==> src/rtl/ram_port_arbiter.sv <==
// Two-requester RAM port arbiter (instruction read port, data read/write port) with programmer blocking.
// Define ARB_ROUND_ROBIN_EN for alternating arbitration on contention; default is fixed data-over-instruction priority.
module ram_port_arbiter #(
    parameter int ADDR_W = 17,
    parameter int NB_COL = 4
) (
    input  logic                clk_i,
    input  logic                rst_i,
    input  logic                prog_busy_i,
    // instruction requester
    input  logic                ins_req_i,
    input  logic [ADDR_W-1:0]   ins_addr_i,
    output logic                ins_gnt_o,
    output logic                ins_rvalid_o,
    output logic [NB_COL*8-1:0] ins_rdata_o,
    // data requester
    input  logic                dat_req_i,
    input  logic                dat_we_i,
    input  logic [NB_COL-1:0]   dat_strb_i,
    input  logic [ADDR_W-1:0]   dat_addr_i,
    input  logic [NB_COL*8-1:0] dat_wdata_i,
    output logic                dat_gnt_o,
    output logic                dat_rvalid_o,
    output logic [NB_COL*8-1:0] dat_rdata_o,
    // RAM side
    output logic                ram_rd_en_o,
    output logic [ADDR_W-1:0]   ram_rd_addr_o,
    output logic [ADDR_W-1:0]   ram_wr_addr_o,
    output logic [NB_COL*8-1:0] ram_wr_data_o,
    output logic [NB_COL-1:0]   ram_wr_strb_o,
    input  logic [NB_COL*8-1:0] ram_rd_data_i,
    // debug: 0 = IDLE, 1 = SERVE, 2 = BLOCK
    output logic [1:0]          state_o
);

    // Handshake: a request is accepted in the cycle its gnt is high; requesters hold
    // address/data/strobe stable until then. rvalid is high for exactly one cycle,
    // one cycle after the grant, and the owner must accept it unconditionally.

    typedef enum logic [1:0] {IDLE = 2'd0, SERVE = 2'd1, BLOCK = 2'd2} state_t;
    typedef enum logic [1:0] {OWN_NONE, OWN_INS, OWN_DAT_RD, OWN_DAT_WR} owner_t;

    state_t state_q, state_d;
    owner_t owner_q, owner_d;
    logic   can_grant;
    logic   pick_dat;

    assign can_grant = !rst_i && !prog_busy_i && (state_q != BLOCK);

`ifdef ARB_ROUND_ROBIN_EN
    // set when the data port won the most recent simultaneous-request grant
    logic last_dat_q;

    assign pick_dat = dat_req_i && (!ins_req_i || !last_dat_q);

    always_ff @(posedge clk_i) begin
        if (rst_i) begin
            last_dat_q <= 1'b0;
        end else if (can_grant && ins_req_i && dat_req_i) begin
            last_dat_q <= pick_dat;
        end
    end
`else
    assign pick_dat = dat_req_i;
`endif

    assign dat_gnt_o = can_grant && pick_dat;
    assign ins_gnt_o = can_grant && ins_req_i && !pick_dat;

    assign ram_rd_en_o   = ins_gnt_o || (dat_gnt_o && !dat_we_i);
    assign ram_rd_addr_o = ins_gnt_o ? ins_addr_i : dat_addr_i;
    assign ram_wr_addr_o = dat_addr_i;
    assign ram_wr_data_o = dat_wdata_i;
    assign ram_wr_strb_o = (dat_gnt_o && dat_we_i) ? dat_strb_i : '0;

    always_comb begin
        state_d = IDLE;
        owner_d = OWN_NONE;
        if (ins_gnt_o) begin
            owner_d = OWN_INS;
        end else if (dat_gnt_o) begin
            owner_d = dat_we_i ? OWN_DAT_WR : OWN_DAT_RD;
        end
        if (prog_busy_i) begin
            state_d = BLOCK;
        end else if (state_q == BLOCK) begin
            state_d = IDLE;
        end else if (ins_gnt_o || dat_gnt_o) begin
            state_d = SERVE;
        end
    end

    always_ff @(posedge clk_i) begin
        if (rst_i) begin
            state_q <= IDLE;
            owner_q <= OWN_NONE;
        end else begin
            state_q <= state_d;
            owner_q <= owner_d;
        end
    end

    // Responses are gated by reset so an access in flight when reset arrives is dropped.
    assign ins_rvalid_o = !rst_i && (owner_q == OWN_INS);
    assign dat_rvalid_o = !rst_i && (owner_q == OWN_DAT_RD || owner_q == OWN_DAT_WR);
    assign ins_rdata_o  = ins_rvalid_o ? ram_rd_data_i : '0;
    assign dat_rdata_o  = (!rst_i && owner_q == OWN_DAT_RD) ? ram_rd_data_i : '0;

    assign state_o = state_q;

endmodule

==> config.mk <==
export PLATFORM = sky130hd
export DESIGN_NAME = ram_port_arbiter
export DESIGN_NICKNAME = d
export VERILOG_FILES = /design/src/rtl/ram_port_arbiter.sv
export SDC_FILE = /design/constraint.sdc
export NUM_CORES = 1
export LEC_CHECK = 0
export CORE_AREA = 2 2 96 98
export CTS_CLUSTER_DIAMETER = 150
export CTS_CLUSTER_SIZE = 12
export DETAILED_ROUTE_END_ITERATION = 6
export DIE_AREA = 0 0 98 100
export REMOVE_ABC_BUFFERS = 1
export SYNTH_ARGS = -nofsm -noshare
export SYNTH_HDL_FRONTEND = slang
export SYNTH_SLANG_ARGS = --single-unit
export TNS_END_PERCENT = 20
==> constraint.sdc <==
create_clock -name clk_i -period 3.3 [get_ports clk_i]
set_input_delay 0.99 -clock clk_i [delete_from_list [all_inputs] [get_ports clk_i]]
set_output_delay 0.99 -clock clk_i [all_outputs]
set_load 0.05 [all_outputs]
; Yosys cells after proc, flatten, opt, wreduce, memory -nomap -nowiden
; Index checks and enable logic that the tools add are counted.
[op_classes]
muxes = 10
n_reduce_logical = 19
bitwise_logic = 1
n_eq_ne = 5
[ops]
columns = operator, count
row1 = $mux W32, 2
row2 = $mux W17, 1
row3 = $logic_and A1 B1 Y1, 10
row4 = $eq A2 B2 Y1 const B, 3
row5 = $reduce_or A3 Y1, 2
row6 = $mux W1, 5
row7 = $logic_not A1 Y1, 4
row8 = $mux W4, 1
row9 = $logic_or A1 B1 Y1, 3
row10 = $eq A2 B1 Y1 const B, 1
row11 = $mux W2, 1
row12 = $ne A2 B2 Y1 const B, 1
row13 = $not A1 Y1, 1
[totals]
reg_bits = 4
output_inout_bits = 141
inputBits = 108
wordCells = 39

; Longest topological paths before layout
; Gate-level depths: netlist of run 1.
[logic_depth]
depth_word = 9
depth_mapped = 5
depth_no_buf = 3

; Worst setup path after synthesis of run 1
; Ideal clock, no wire load.
[synth_timing]
path_type = input to output
from = input port rst_i
to = output port ins_rdata_o[22]
t_arrival_ns = 2.190
path_stages = 3
path_buffers = 1
t_required_ns = 2.310
setup_slack_ns = 0.120
cell_sequence = nor3b_1 > buf_2 > and2_1
[synth_between]
elab_chain_cells = 3
[synth_rtl]
columns = item, line
row1 = from (decl), 8  ; input logic rst_i,
row2 = $logic_not A1 Y1, 104  ; assign ins_rvalid_o = !rst_i && (owner_q == OWN_INS);
row3 = $logic_and A1 B1 Y1, 104
row4 = named net ins_rvalid_o, 14  ; output logic ins_rvalid_o,
row5 = $mux W32, 106  ; assign ins_rdata_o = ins_rvalid_o ? ram_rd_data_i : '0;
row6 = to (decl), 15  ; output logic [NB_COL*8-1:0] ins_rdata_o,
; The timed path passes the listed nets, and every way through them passes these cells.

; Final worst setup path of run 1
[layout_timing]
from = input port dat_req_i
to = output port ram_rd_addr_o[15]
[layout_between]
elab_chain_cells = 3
[layout_rtl]
columns = item, line
row1 = from (decl), 17  ; input logic dat_req_i,
row2 = $logic_not A1 Y1, 68  ; assign ins_gnt_o = can_grant && ins_req_i && !pick_dat;
row3 = $logic_and A1 B1 Y1, 68
row4 = $mux W17, 71  ; assign ram_rd_addr_o = ins_gnt_o ? ins_addr_i : dat_addr_i;
row5 = to (decl), 27  ; output logic [ADDR_W-1:0] ram_rd_addr_o,
; Every way passes these cells.

==> key figures, run 1 <==
Logic synthesis
  • Post-Synthesis Cells: 164
  • Post-Syn Area: 1270 µm²
  • Simple-Gate Fraction of Synth Area: 44.7%
  • Yosys warns: 0
  • Post-synthesis cell type count: 19
  • Adder-Cell Fraction of Synth Area: 0%
  • FF+latch count, synth: 4
  • Syn avg cell area: 7.75 µm²
  • Post-synthesis compound-gate area fraction: 0%
  • Largest family of logic cells by synthesized area: simple AND/OR/NAND/NOR gates
  • Sequential cell area fraction in the yosys report: 6.30%
  • Synth Area in XOR/XNOR: 0%
  • Mux contribution to synthesized area: 15.8%

Routing
  • Wire per inst: 16.0 µm
  • 1st-iter DRT viols: 17
  • Via count: 1652
  • Final ANT Viol Nets: 0
  • Via density: 3.95
  • Number of remaining DRC errors: 0
  • Drt pass-1 iters: 4
  • DRT Wirelength: 6.70 mm

Timing
  • Fin. Hold Viols: 0
  • Setup TNS Final: 0 ns
  • Worst Tran Pin Value: 0.571 ns
  • Post-layout min period: 3.20 ns
  • Max Clk Rate: 312 MHz
  • Tcrit/Tclk final: 97.1%
  • Final Max Slew Viols: 0
  • Final setup vio count: 0
  • Max_slew headroom: 61.8%
  • RSZ-0062 raised after global routing: no
  • Fin Clk Skew: 0.00142 ns

Power and ir drop
  • Clock power share: 16.6%
  • Static Leak: 0.00169 µW
  • Switching Fraction: 40.0%
  • IR drop worst, VDD: 0.143 mV
  • Internal power: 361 µW
  • Reg power frac: 8.7%
  • Net switching power: 241 µW
  • Combinational Power Share: 74.7%
  • Pwr Density: 152 nW/µm²

Worst setup path
  • CP max-delay cell: mux2_4
  • Most used cell, CP: buf_12
  • Crit path kind: in2out
  • Critical Path AT: 2.21 ns
  • WP data required: 2.31 ns
  • CP bufs+invs: 4
  • CP endpoint kind: primary output
  • Startpoint types: primary input
  • Cell breakdown of the critical path: dlygate4sd2_1 -> nand4b_1 -> buf_4 -> buf_12 -> mux2_4 -> buf_12
  • CP max stage delay: 0.32 ns
  • Crit path max-delay family: buffers and inverters
  • Critical-path maximum fanout: 5

Clock tree
  • Cts hold-fix bufs: 0
  • Clk_lat worst skew: 0.21 ns
  • Clock Path Buffers: 2
  • Clk sink count: 4
  • CTS root buf: clkbuf_8
  • CTS H-tree lvls: 1
  • Inserted Clock Buffers: 3
  • CTS clk-pin slew, worst paths: 0.03 ns
  • CTS tree: built

Outcome
  • Status: finished, final reports clean

Floorplanning
  • Die H: 100 µm
  • Core area: 8890 µm²
  • Chip width: 98 µm
  • Core Rows: 35
  • Full die area: 9800 µm²
  • I/O pins: 249
  • Initial core utilization: 14.3%

Min path
  • Min-delay worst type: reg2reg

Cells and area
  • Share of post-route cells with drive strength above 1: 58.3%
  • Commonest non-fill, non-tap cell in the layout: buf_12
  • Core Util, Final: 44.6%
  • Syn-to-layout area delta: 212%
  • Antenna cells: 0
  • Commonest non-fill, non-tap cells in the layout: 94 x buf_12, 73 x clkdlybuf4s50_1, 36 x and2_1, 32 x and2_2, 14 x mux2_2
  • Final Net Count: 417

Place
  • Dpl hpwl: 5.80 mm
  • Port-buffer cells: 184
  • Placer Congestion: 0.817

GRT
  • Grt total ovfl: 0
  • Total GRT Usage: 12.6%
  • Initial antenna violation count: 0
  • Vias in the first global route: 1728
  • First-pass GRT wire length: 9.52 mm
  • Largest net degree at the start of global routing: 34

Flow run
  • Max Cap Viol: 0
[cells by family (layout without fill, tap and decap cells)]
kind of cell,Yosys count,count (layout)
simple gates,83,83
buf+inv,59,202
mux,18,18
flops,4,4
[worst reg2reg max path: cells and delay by family, from the launching register on]
family / cells / cell delay [ns]
AND/OR/NAND/NOR: 3 / 0.40
flip-flops: 1 / 0.31
buffers and inverters: 3 / 0.43
[flip-flops by register name, indices dropped and copies added, names as in the netlist]
| name | cells |
|---|---|
| state_o | 2 |
| owner_q | 2 |
[area by class of cell]
class / count / area [µm²]
Timing Repair Buffer: 197 / 2910
Multi-Input combinational cell: 101 / 787
Inverter: 2 / 7.51
Tap cell: 111 / 139
Sequential cell: 4 / 80.1
Fill cell: 799 / 4930
Clock buffer: 3 / 41.3
[Yosys cell counts]
master / instances / area [µm²]
inv_1: 2 / 7.51
dfxtp_1: 4 / 80.1
buf_4: 49 / 368
nand2_1: 1 / 3.75
nand4b_1: 1 / 8.76
mux2_2: 17 / 191
nor2_1: 3 / 11.3
and2_2: 32 / 240
nand2b_1: 2 / 12.5
and4_1: 1 / 8.76
clkbuf_1: 5 / 18.8
and2b_2: 3 / 26.3
nor2_4: 1 / 11.3
and2_1: 36 / 225
and3_1: 2 / 12.5
mux2i_1: 1 / 10.0
buf_6: 2 / 22.5
buf_2: 1 / 5.00
nor3b_1: 1 / 7.51
[routing by layer]
metal,vias up,track usage (%),part of all wire (%)
met2,188,20.4,47
met5,-,5.64,0
li1,750,-,-
met1,706,13.2,34
met3,8,8.77,17
met4,0,2.35,1.6
[final timing paths]
check / startpoint / end / slack, ns / cells after the start
setup / recovery: dat_req_i / ram_rd_addr_o[15] / 0.1 / 6
setup reg to reg: state_o[0] / owner_q[0] / 2.09 / 6
hold / removal: state_o[1] / state_o[0] / 0.66 / 3
hold reg to reg: state_o[1] / state_o[0] / 0.66 / 3
[power groups by stage]
| stage | logic [µW] | registers [µW] | clock network (µW) |
|---|---|---|---|
| after floorplan | 138 | 57.1 | 0 |
| after global placement | 437 | 52.7 | 0 |
| after detailed placement | 440 | 52.8 | 0 |
| after CTS | 450 | 52.2 | 104 |
| after global routing | 467 | 52.4 | 108 |
| final | 450 | 52.1 | 100 |
[through the flow]
| step | power (µW) | cell area (µm²) | instances | setup WS [ns] | hold slack (ns) |
|---|---|---|---|---|---|
| after CTS | 606 | 3960 | 419 | 0.0257 | 0.649 |
| after detailed placement | 493 | 3820 | 411 | -0.291 | 0.640 |
| final | 602 | 3960 | 418 | 0.0966 | 0.660 |
| after global routing | 627 | 3960 | 418 | 0.0364 | 0.729 |
| after global placement | 489 | 3820 | 411 | -0.267 | 0.632 |
| after floorplan | 195 | 857 | 107 | -1.51 | 0.836 |
[timing repair]
action / CTS / global route
setup endpoints to repair: 86 / 8
cloned: 2 / 0
setup buffers: 3 / 0
pin swaps: 2 / 0
gates resized for setup: 19 / 10
(Power assumes the default switching activity.)
==> run 2: changes to the inputs <==
CTS_CLUSTER_SIZE = unset   (was 12)
==> results of run 2 <==
No change in the layout: final DEF, timing and power equal those of run 1.
